`config.mk`:
```
export PLATFORM = sky130hd
export DESIGN_NAME = imem_loader
export DESIGN_NICKNAME = d
export VERILOG_FILES = /design/src/rtl/cpu_pkg.sv /design/src/rtl/imem_loader.sv
export SDC_FILE = /design/constraint.sdc
export NUM_CORES = 1
export LEC_CHECK = 0
export CAP_MARGIN = 10
export CORE_ASPECT_RATIO = 0.8
export CORE_MARGIN = 1.5
export CORE_UTILIZATION = 48
export DETAILED_ROUTE_END_ITERATION = 12
export GPL_TIMING_DRIVEN = 1
export PLACE_DENSITY = 0.76
export SLEW_MARGIN = 30
export SYNTH_ARGS = -nofsm -noshare
export SYNTH_HDL_FRONTEND = slang
export SYNTH_SLANG_ARGS = --single-unit
```
`constraint.sdc`:
```
create_clock -name clk -period 1.92 [get_ports clk]
set_input_delay 0.384 -clock clk [delete_from_list [all_inputs] [get_ports clk]]
set_output_delay 0.384 -clock clk [all_outputs]
set_load 0.02 [all_outputs]
```
`src/rtl/cpu_pkg.sv`:
```
// Shared CPU-side definitions: instruction/address widths, default instruction
// memory depth and the program loader state encoding.
package cpu_pkg;

    localparam int INSTR_W    = 8;
    localparam int ADDR_W     = 8;
    localparam int IMEM_DEPTH = 25;

    typedef enum logic [1:0] {
        IDLE = 2'd0,
        LOAD = 2'd1,
        DONE = 2'd2
    } load_state_t;

    // A load request is legal only if it fits into the instruction memory.
    function automatic logic len_ok(input logic [7:0] len, input int depth);
        int len_int;
        len_int = int'({24'd0, len});
        return (len_int >= 1) && (len_int <= depth);
    endfunction

endpackage

```
`src/rtl/imem_loader.sv`:
```
// Streams bytes from an upstream source into instruction memory at consecutive
// addresses from BASE_ADDR, holding the CPU until the load completes.
module imem_loader
    import cpu_pkg::*;
#(
    parameter int                DEPTH     = IMEM_DEPTH,
    parameter logic [ADDR_W-1:0] BASE_ADDR = 8'd0
) (
    input  logic               clk,
    input  logic               rst,
    input  logic               start,
    input  logic [7:0]         len,
    input  logic               in_valid,
    input  logic [INSTR_W-1:0] in_data,
    output logic               in_ready,
    output logic               mem_we,
    output logic [ADDR_W-1:0]  mem_addr,
    output logic [INSTR_W-1:0] mem_wdata,
    output logic               busy,
    output logic               cpu_hold,
    output logic               done,
    output logic               err
);

    // Handshake: a byte moves when in_valid && in_ready at a rising edge;
    // in_ready depends only on the state, never on in_valid.

    load_state_t        state_q, state_d;
    logic [7:0]         count_q, count_d;
    logic [7:0]         len_q, len_d;
    logic               err_q, err_d;
    logic               we_q;
    logic [ADDR_W-1:0]  addr_q;
    logic [INSTR_W-1:0] wdata_q;
    logic               xfer;

    assign in_ready = (state_q == LOAD);
    assign xfer     = in_ready && in_valid;

    always_ff @(posedge clk or posedge rst) begin
        if (rst) begin
            state_q <= IDLE;
            count_q <= 8'd0;
            len_q   <= 8'd0;
            err_q   <= 1'b0;
        end else begin
            state_q <= state_d;
            count_q <= count_d;
            len_q   <= len_d;
            err_q   <= err_d;
        end
    end

    always_comb begin
        state_d = state_q;
        count_d = count_q;
        len_d   = len_q;
        err_d   = 1'b0;
        case (state_q)
            IDLE: begin
                if (start) begin
                    if (len_ok(len, DEPTH)) begin
                        len_d   = len;
                        count_d = 8'd0;
                        state_d = LOAD;
                    end else begin
                        err_d = 1'b1;
                    end
                end
            end
            LOAD: begin
                if (xfer) begin
                    count_d = count_q + 8'd1;
                    if ((count_q + 8'd1) == len_q) begin
                        state_d = DONE;
                    end
                end
            end
            DONE: begin
                state_d = IDLE;
            end
            default: begin
                state_d = IDLE;
            end
        endcase
    end

    // Address and data hold their last value between writes; only we pulses.
    always_ff @(posedge clk or posedge rst) begin
        if (rst) begin
            we_q    <= 1'b0;
            addr_q  <= '0;
            wdata_q <= '0;
        end else begin
            we_q <= xfer;
            if (xfer) begin
                addr_q  <= BASE_ADDR + count_q;
                wdata_q <= in_data;
            end
        end
    end

    assign mem_we    = we_q;
    assign mem_addr  = addr_q;
    assign mem_wdata = wdata_q;
    assign busy      = (state_q != IDLE);
    assign cpu_hold  = busy;
    assign done      = (state_q == DONE);
    assign err       = err_q;

endmodule

```
# After elaboration in Yosys (flattened, before gate mapping)

Cells that the tools add are included.

$add $sub $neg: 1
Order comparisons: 2
Equal/unequal tests: 7
Multiplexer cells: 12
Reduce and logical (&&, ||, !) cells: 8

Operator list:

| kind                                                                                 | number |
|---|---|
| 8-bit 2-to-1 mux                                                                     | 3 |
| 8-bit case mux with 2 select lines                                                   | 1 |
| 8-bit by 1-bit adder with 8-bit output (second input constant)                       | 1 |
| 8-bit equality test                                                                  | 1 |
| 8-bit by 1-bit greater-or-equal comparator with 1-bit output (second input constant) | 1 |
| 8-bit by 5-bit less-or-equal comparator with 1-bit output (second input constant)    | 1 |
| 2-bit 2-to-1 mux                                                                     | 4 |
| 4-bit AND reduction                                                                  | 2 |
| 2-bit by 1-bit != test with 1-bit output (second input constant)                     | 2 |
| 2-bit != test (second input constant)                                                | 2 |
| 2-bit case mux with 2 select lines                                                   | 1 |
| 2-bit nonzero test                                                                   | 2 |
| 1-bit 2-to-1 mux                                                                     | 3 |
| 3-bit AND reduction                                                                  | 1 |
| 2-bit by 1-bit equality test with 1-bit output (second input constant)               | 1 |
| 2-bit equality test (second input constant)                                          | 1 |
| 1-bit logical AND                                                                    | 2 |
| 2-bit zero test                                                                      | 1 |

Flip-flop bits (word level): 36
Output and inout port bits: 22
Logic and storage cells: 37

# Longest topological paths before layout

Depth after elaboration: 5
Depth in mapped cells: 6
Mapped depth without buffers: 6

# Worst setup path before layout

No wires, ideal clock.

Path kind: input -> register
From: input len[0]
To: register len_q[0]
Library setup time: 125 ps
Data arrival time: 1671 ps
Data required time: 1795 ps
Path slack: 124 ps
Stages: 5
Buffers on the path: 1
Cell sequence: or4_1 o21a_1 and3_1 buf_6 mux2_4

Longest elaborated chain between the ends: 3

RTL lines:

| element                                                                                                                                          | RTL line          | RTL |
|---|---|---|
| from (decl)                                                                                                                                      | imem_loader.sv:12 | `input logic [7:0] len,` |
| 8-bit by 1-bit greater-or-equal comparator with 1-bit output / 8-bit by 5-bit less-or-equal comparator with 1-bit output (equally long branches) | cpu_pkg.sv:19     | `return (len_int >= 1) && (len_int <= depth);` |
| 1-bit logical AND                                                                                                                                | cpu_pkg.sv:19     |  |
| 3-bit AND reduction (no source line)                                                                                                             | n/a               |  |
| to (signal assigned)                                                                                                                             | imem_loader.sv:49 | `len_q <= len_d;` |
| to (decl)                                                                                                                                        | imem_loader.sv:30 | `logic [7:0] len_q, len_d;` |

Parallel ways exist; a longest one is shown, timed or not.
A chain may end at the register's enable or synchronous reset.

# Final worst setup path

From: input len[0]
To: register len_q[3]

Longest elaborated chain between the ends: 3

RTL lines:

| element                                                                                                                                          | RTL line |
|---|---|
| 8-bit by 1-bit greater-or-equal comparator with 1-bit output / 8-bit by 5-bit less-or-equal comparator with 1-bit output (equally long branches) | cpu_pkg.sv:19 |
| 1-bit logical AND (*)                                                                                                                            | cpu_pkg.sv:19 |
| 3-bit AND reduction (no source line) (*)                                                                                                         | n/a |

Every way passes the cells marked *; elsewhere a longest branch is shown, timed or not.

==> run_summary.xml <==
<?xml version="1.0" encoding="UTF-8"?>
<metrics>
  <group name="outcome">
    <metric name="status" unit="">finished clean</metric>
  </group>
  <group name="sta">
    <metric name="period_share" unit="%">95.5</metric>
    <metric name="max_slew.worst_pin.slew" unit="ps">439</metric>
    <metric name="final-setup-viol-count" unit="">0</metric>
    <metric name="max_slew_violations" unit="">0</metric>
    <metric name="grt_setup_unrepaired" unit="">false</metric>
    <metric name="clock_skews" unit="ps">7.06</metric>
    <metric name="timing_hold_violations_final" unit="">0</metric>
    <metric name="slew_headroom" unit="%">70.8</metric>
    <metric name="clock.fmax" unit="MHz">545</metric>
    <metric name="period_minus_slack" unit="ps">1830</metric>
    <metric name="fin_ws" unit="ps">86.5</metric>
  </group>
  <group name="worst_setup_path">
    <metric name="crit_path_top_delay_cell" unit="">clkdlybuf4s50_1</metric>
    <metric name="crit_chain" unit="">clkdlybuf4s50_1, or4_1, o21a_1, and3_4, mux2_4</metric>
    <metric name="worstSetupPathType" unit="">primary input to flop</metric>
    <metric name="critical_path_arrival" unit="ps">1990</metric>
    <metric name="setup.worst_path.end_class" unit="">flop</metric>
    <metric name="stages_on_the_worst_setup_path" unit="">5</metric>
    <metric name="worst_setup_path_endpoint" unit="">len_q[3]</metric>
    <metric name="cp_top_family" unit="">simple AND/OR/NAND/NOR gates</metric>
    <metric name="worst-endpoint-required" unit="ps">2080</metric>
    <metric name="cp_num_buf_inv" unit="">1</metric>
    <metric name="terminus_of_the_critical_flop_to_flop_path" unit="">state_q[0]</metric>
    <metric name="r2r_setup_slack" unit="ps">190</metric>
    <metric name="crit_start" unit="">len[0]</metric>
    <metric name="critical_path.max_fanout" unit="">6</metric>
    <metric name="cp_slowest_stage_delay" unit="ps">410</metric>
    <metric name="reg2reg_from" unit="">count_q[1]</metric>
    <metric name="worst_setup_path_start_kind" unit="">primary input</metric>
    <metric name="worst-r2r-cell-count" unit="">6</metric>
  </group>
  <group name="power">
    <metric name="share_comb_of_total_power" unit="%">41.6</metric>
    <metric name="power_frac_clock" unit="%">21.1</metric>
    <metric name="worst_ir_drop_vdd" unit="V">0.000864</metric>
    <metric name="p_int" unit="mW">1.97</metric>
    <metric name="seqPwrFrac" unit="%">37.3</metric>
    <metric name="switching_power" unit="mW">1.04</metric>
    <metric name="power_leakage" unit="nW">1.11</metric>
    <metric name="swShare" unit="%">34.6</metric>
    <metric name="power_density" unit="nW/um2">1290</metric>
  </group>
  <group name="synthesis">
    <metric name="yosys.cell_types.count" unit="">32</metric>
    <metric name="yosysWarningCount" unit="">0</metric>
    <metric name="cell_area_synth" unit="um2">1680</metric>
    <metric name="synth_sequential_area_ratio" unit="%">53.6</metric>
    <metric name="syn-num-nets" unit="">198</metric>
    <metric name="synth.avg_cell_area" unit="um2">9.49</metric>
    <metric name="synthCells" unit="">177</metric>
    <metric name="synth_seq_cells" unit="">36</metric>
  </group>
  <group name="cts">
    <metric name="cts_made_buffers" unit="">5</metric>
    <metric name="ctsRootBufferMaster" unit="">clkbuf_8</metric>
    <metric name="cts_setup_buffers" unit="">0</metric>
    <metric name="clk-insertion-delay-late" unit="ps">280</metric>
    <metric name="cts_max_path_buffers" unit="">2</metric>
    <metric name="cts.sinks" unit="">36</metric>
    <metric name="tritoncts" unit="">yes</metric>
    <metric name="clk_pin_slew" unit="ps">70</metric>
    <metric name="htreeDepth" unit="">2</metric>
  </group>
  <group name="detailed_routing">
    <metric name="routed_wl" unit="um">3800</metric>
    <metric name="drtAntennaViolNets" unit="">0</metric>
    <metric name="wl_met3" unit="um">189</metric>
    <metric name="wirelength_met1" unit="um">1700</metric>
    <metric name="post_drt_via_cell_ratio" unit="">5.23</metric>
    <metric name="drt_iter0_markers" unit="">100</metric>
    <metric name="first_pass_iters" unit="">4</metric>
    <metric name="route.top_layer_used" unit="">met4</metric>
    <metric name="routedWlPerCell" unit="um">13.9</metric>
    <metric name="drc_errors" unit="">0</metric>
    <metric name="met2RoutedLength" unit="um">1880</metric>
    <metric name="dr_total_vias" unit="">1429</metric>
  </group>
  <group name="cells_and_area">
    <metric name="final_cells" unit="">273</metric>
    <metric name="final_nets" unit="">251</metric>
    <metric name="final_layout_size_suffix_gt1_share" unit="%">12.1</metric>
    <metric name="fillerInstances" unit="">275</metric>
    <metric name="area.growth.synth_to_final" unit="%">39.0</metric>
    <metric name="multiInputGateArea" unit="um2">733</metric>
    <metric name="layout_commonest_cell" unit="">nand2_1</metric>
    <metric name="antenna_cells" unit="">0</metric>
    <metric name="final_cell_mix" unit="">nand2_1, clkdlybuf4s50_1, dfrtp_1</metric>
    <metric name="final_area" unit="um2">2340</metric>
    <metric name="seq_area" unit="um2">901</metric>
  </group>
  <group name="placed_design">
    <metric name="placedCellCount" unit="">264</metric>
    <metric name="place.detailed.hpwl" unit="um">2720</metric>
    <metric name="postPlaceCellArea" unit="um2">2200</metric>
    <metric name="numPortBuffers" unit="">41</metric>
    <metric name="place.gp.congestion" unit="">0.861</metric>
    <metric name="dpl_worst_slack" unit="ps">-370</metric>
  </group>
  <group name="grt">
    <metric name="globalRouteOverflowTotal" unit="">0</metric>
    <metric name="vias_in_the_first_global_route" unit="">1286</metric>
    <metric name="grt_max_degree" unit="">37</metric>
    <metric name="antenna_violations_before_repair" unit="">0</metric>
    <metric name="first_pass_grt_wire_length" unit="um">6440</metric>
    <metric name="grt_use_total" unit="%">20.9</metric>
  </group>
  <group name="hold_path">
    <metric name="min_delay_worst_type" unit="">flop to flop</metric>
  </group>
  <group name="die">
    <metric name="core" unit="um2">3400</metric>
    <metric name="floorplan.initialDensity" unit="%">49.4</metric>
    <metric name="core.rowCount" unit="">19</metric>
    <metric name="pin_count" unit="">42</metric>
    <metric name="die_span_x" unit="um">69.2</metric>
    <metric name="die_h" unit="um">55.9</metric>
    <metric name="die_area" unit="um2">3870</metric>
  </group>
  <group name="run">
    <metric name="max_cap_violations" unit="">0</metric>
  </group>
</metrics>
routing by layer:
metal | up-vias | global-route usage, %
met1 | 669 | 30.1
met2 | 58 | 33.1
li1 | 698 | -
met5 | - | 0
met3 | 4 | 4.53
met4 | 0 | 4.20
registers in the layout (all words and copies together) (netlist names):
signal,flops
mem_wdata,8
err,1
count_q,8
len_q,8
mem_we,1
mem_addr,8
state_q,2
metrics by stage:
stage | hold slack [ps] | setup TNS, ps | utilization, % | total power [mW]
floorplan | 440 | 0 | - | 1.82
global placement | 458 | -3690 | 64.6 | 2.32
detailed placement | 461 | -4710 | 64.6 | 2.37
CTS | 480 | 0 | 68.0 | 3.02
global route | 505 | 0 | 68.7 | 3.20
finish | 476 | 0 | 68.7 | 3.02
worst reg2reg max path, delay by kind of cell, from the launching register on:
kind,cells,cell delay (ps)
AOI/OAI and AO/OA,3,680
adders and majority gates,1,250
DFF,1,420
and+or+nand+nor,2,280
cells in the mapped netlist, drive strengths merged:
master	instances	area (um2)
nand2	54	203
xor2	2	17.5
dfrtp	36	901
nor3	3	15.0
a21oi	2	10.0
and3	4	25.0
o21a	1	7.51
or4	1	7.51
clkinv	1	3.75
nor4	1	6.26
o41ai	1	8.76
a31oi	4	31.3
a311oi	1	8.76
nor3b	1	7.51
mux2	5	75.1
o211ai	2	15.0
clkbuf	6	22.5
o31ai	3	22.5
nand3	3	15.0
nor2	7	26.3
and2	3	18.8
a211o	1	8.76
o21ai	12	60.1
buf	3	22.5
xnor2	7	61.3
nand4	2	12.5
nor2b	7	43.8
ha	1	12.5
inv	3	11.3
cells by family after synthesis:
logic type,Yosys count,synth area share (%)
buffers and inverters,13,3.57
muxes,5,4.47
AOI/OAI and AO/OA,27,10.3
adders and majority gates,1,0.744
DFF,36,53.6
xor gates and xnor gates,9,4.69
and+or+nand+nor,86,22.6
power by group through the flow:
stage	Combinational, mW	Sequential, mW	Clock (mW)
final	1.26	1.12	0.635
after detailed placement	1.23	1.14	0
after floorplan	0.570	1.25	0
after global placement	1.20	1.12	0
after global routing	1.36	1.15	0.687
after CTS	1.25	1.12	0.650
worst min-delay path by stage:
stage / from / to / slack [ps] / cells after the start
6_report: mem_wdata[6] / mem_wdata[6] / 480 / 2
5_1_grt: mem_wdata[1] / mem_wdata[1] / 510 / 2
4_1_cts: mem_wdata[3] / mem_wdata[3] / 480 / 2
3_5_place_dp: mem_wdata[3] / mem_wdata[3] / 460 / 2
3_3_place_gp: mem_addr[2] / mem_addr[2] / 460 / 2
2_1_floorplan: state_q[1] / state_q[0] / 440 / 1
layout make-up:
cell class	count	area share, %
clock buffers	6	3.11
well taps	42	2.25
clock inverters	2	1.50
flip-flops and latches	36	38.6
inverters	4	0.643
repair buffers	55	22.5
multi-input cells	128	31.4
repair_timing:
item / in CTS / in global routing
gates resized for setup: 3 / 7
setup endpoints to repair: 5 / 14
cloned: 0 / 1
pin swaps: 0 / 4
hold buffers: 0 / 0
endpoints found under the hold margin: 0 / 0
No activity file was read; power rests on OpenSTA's default activity.
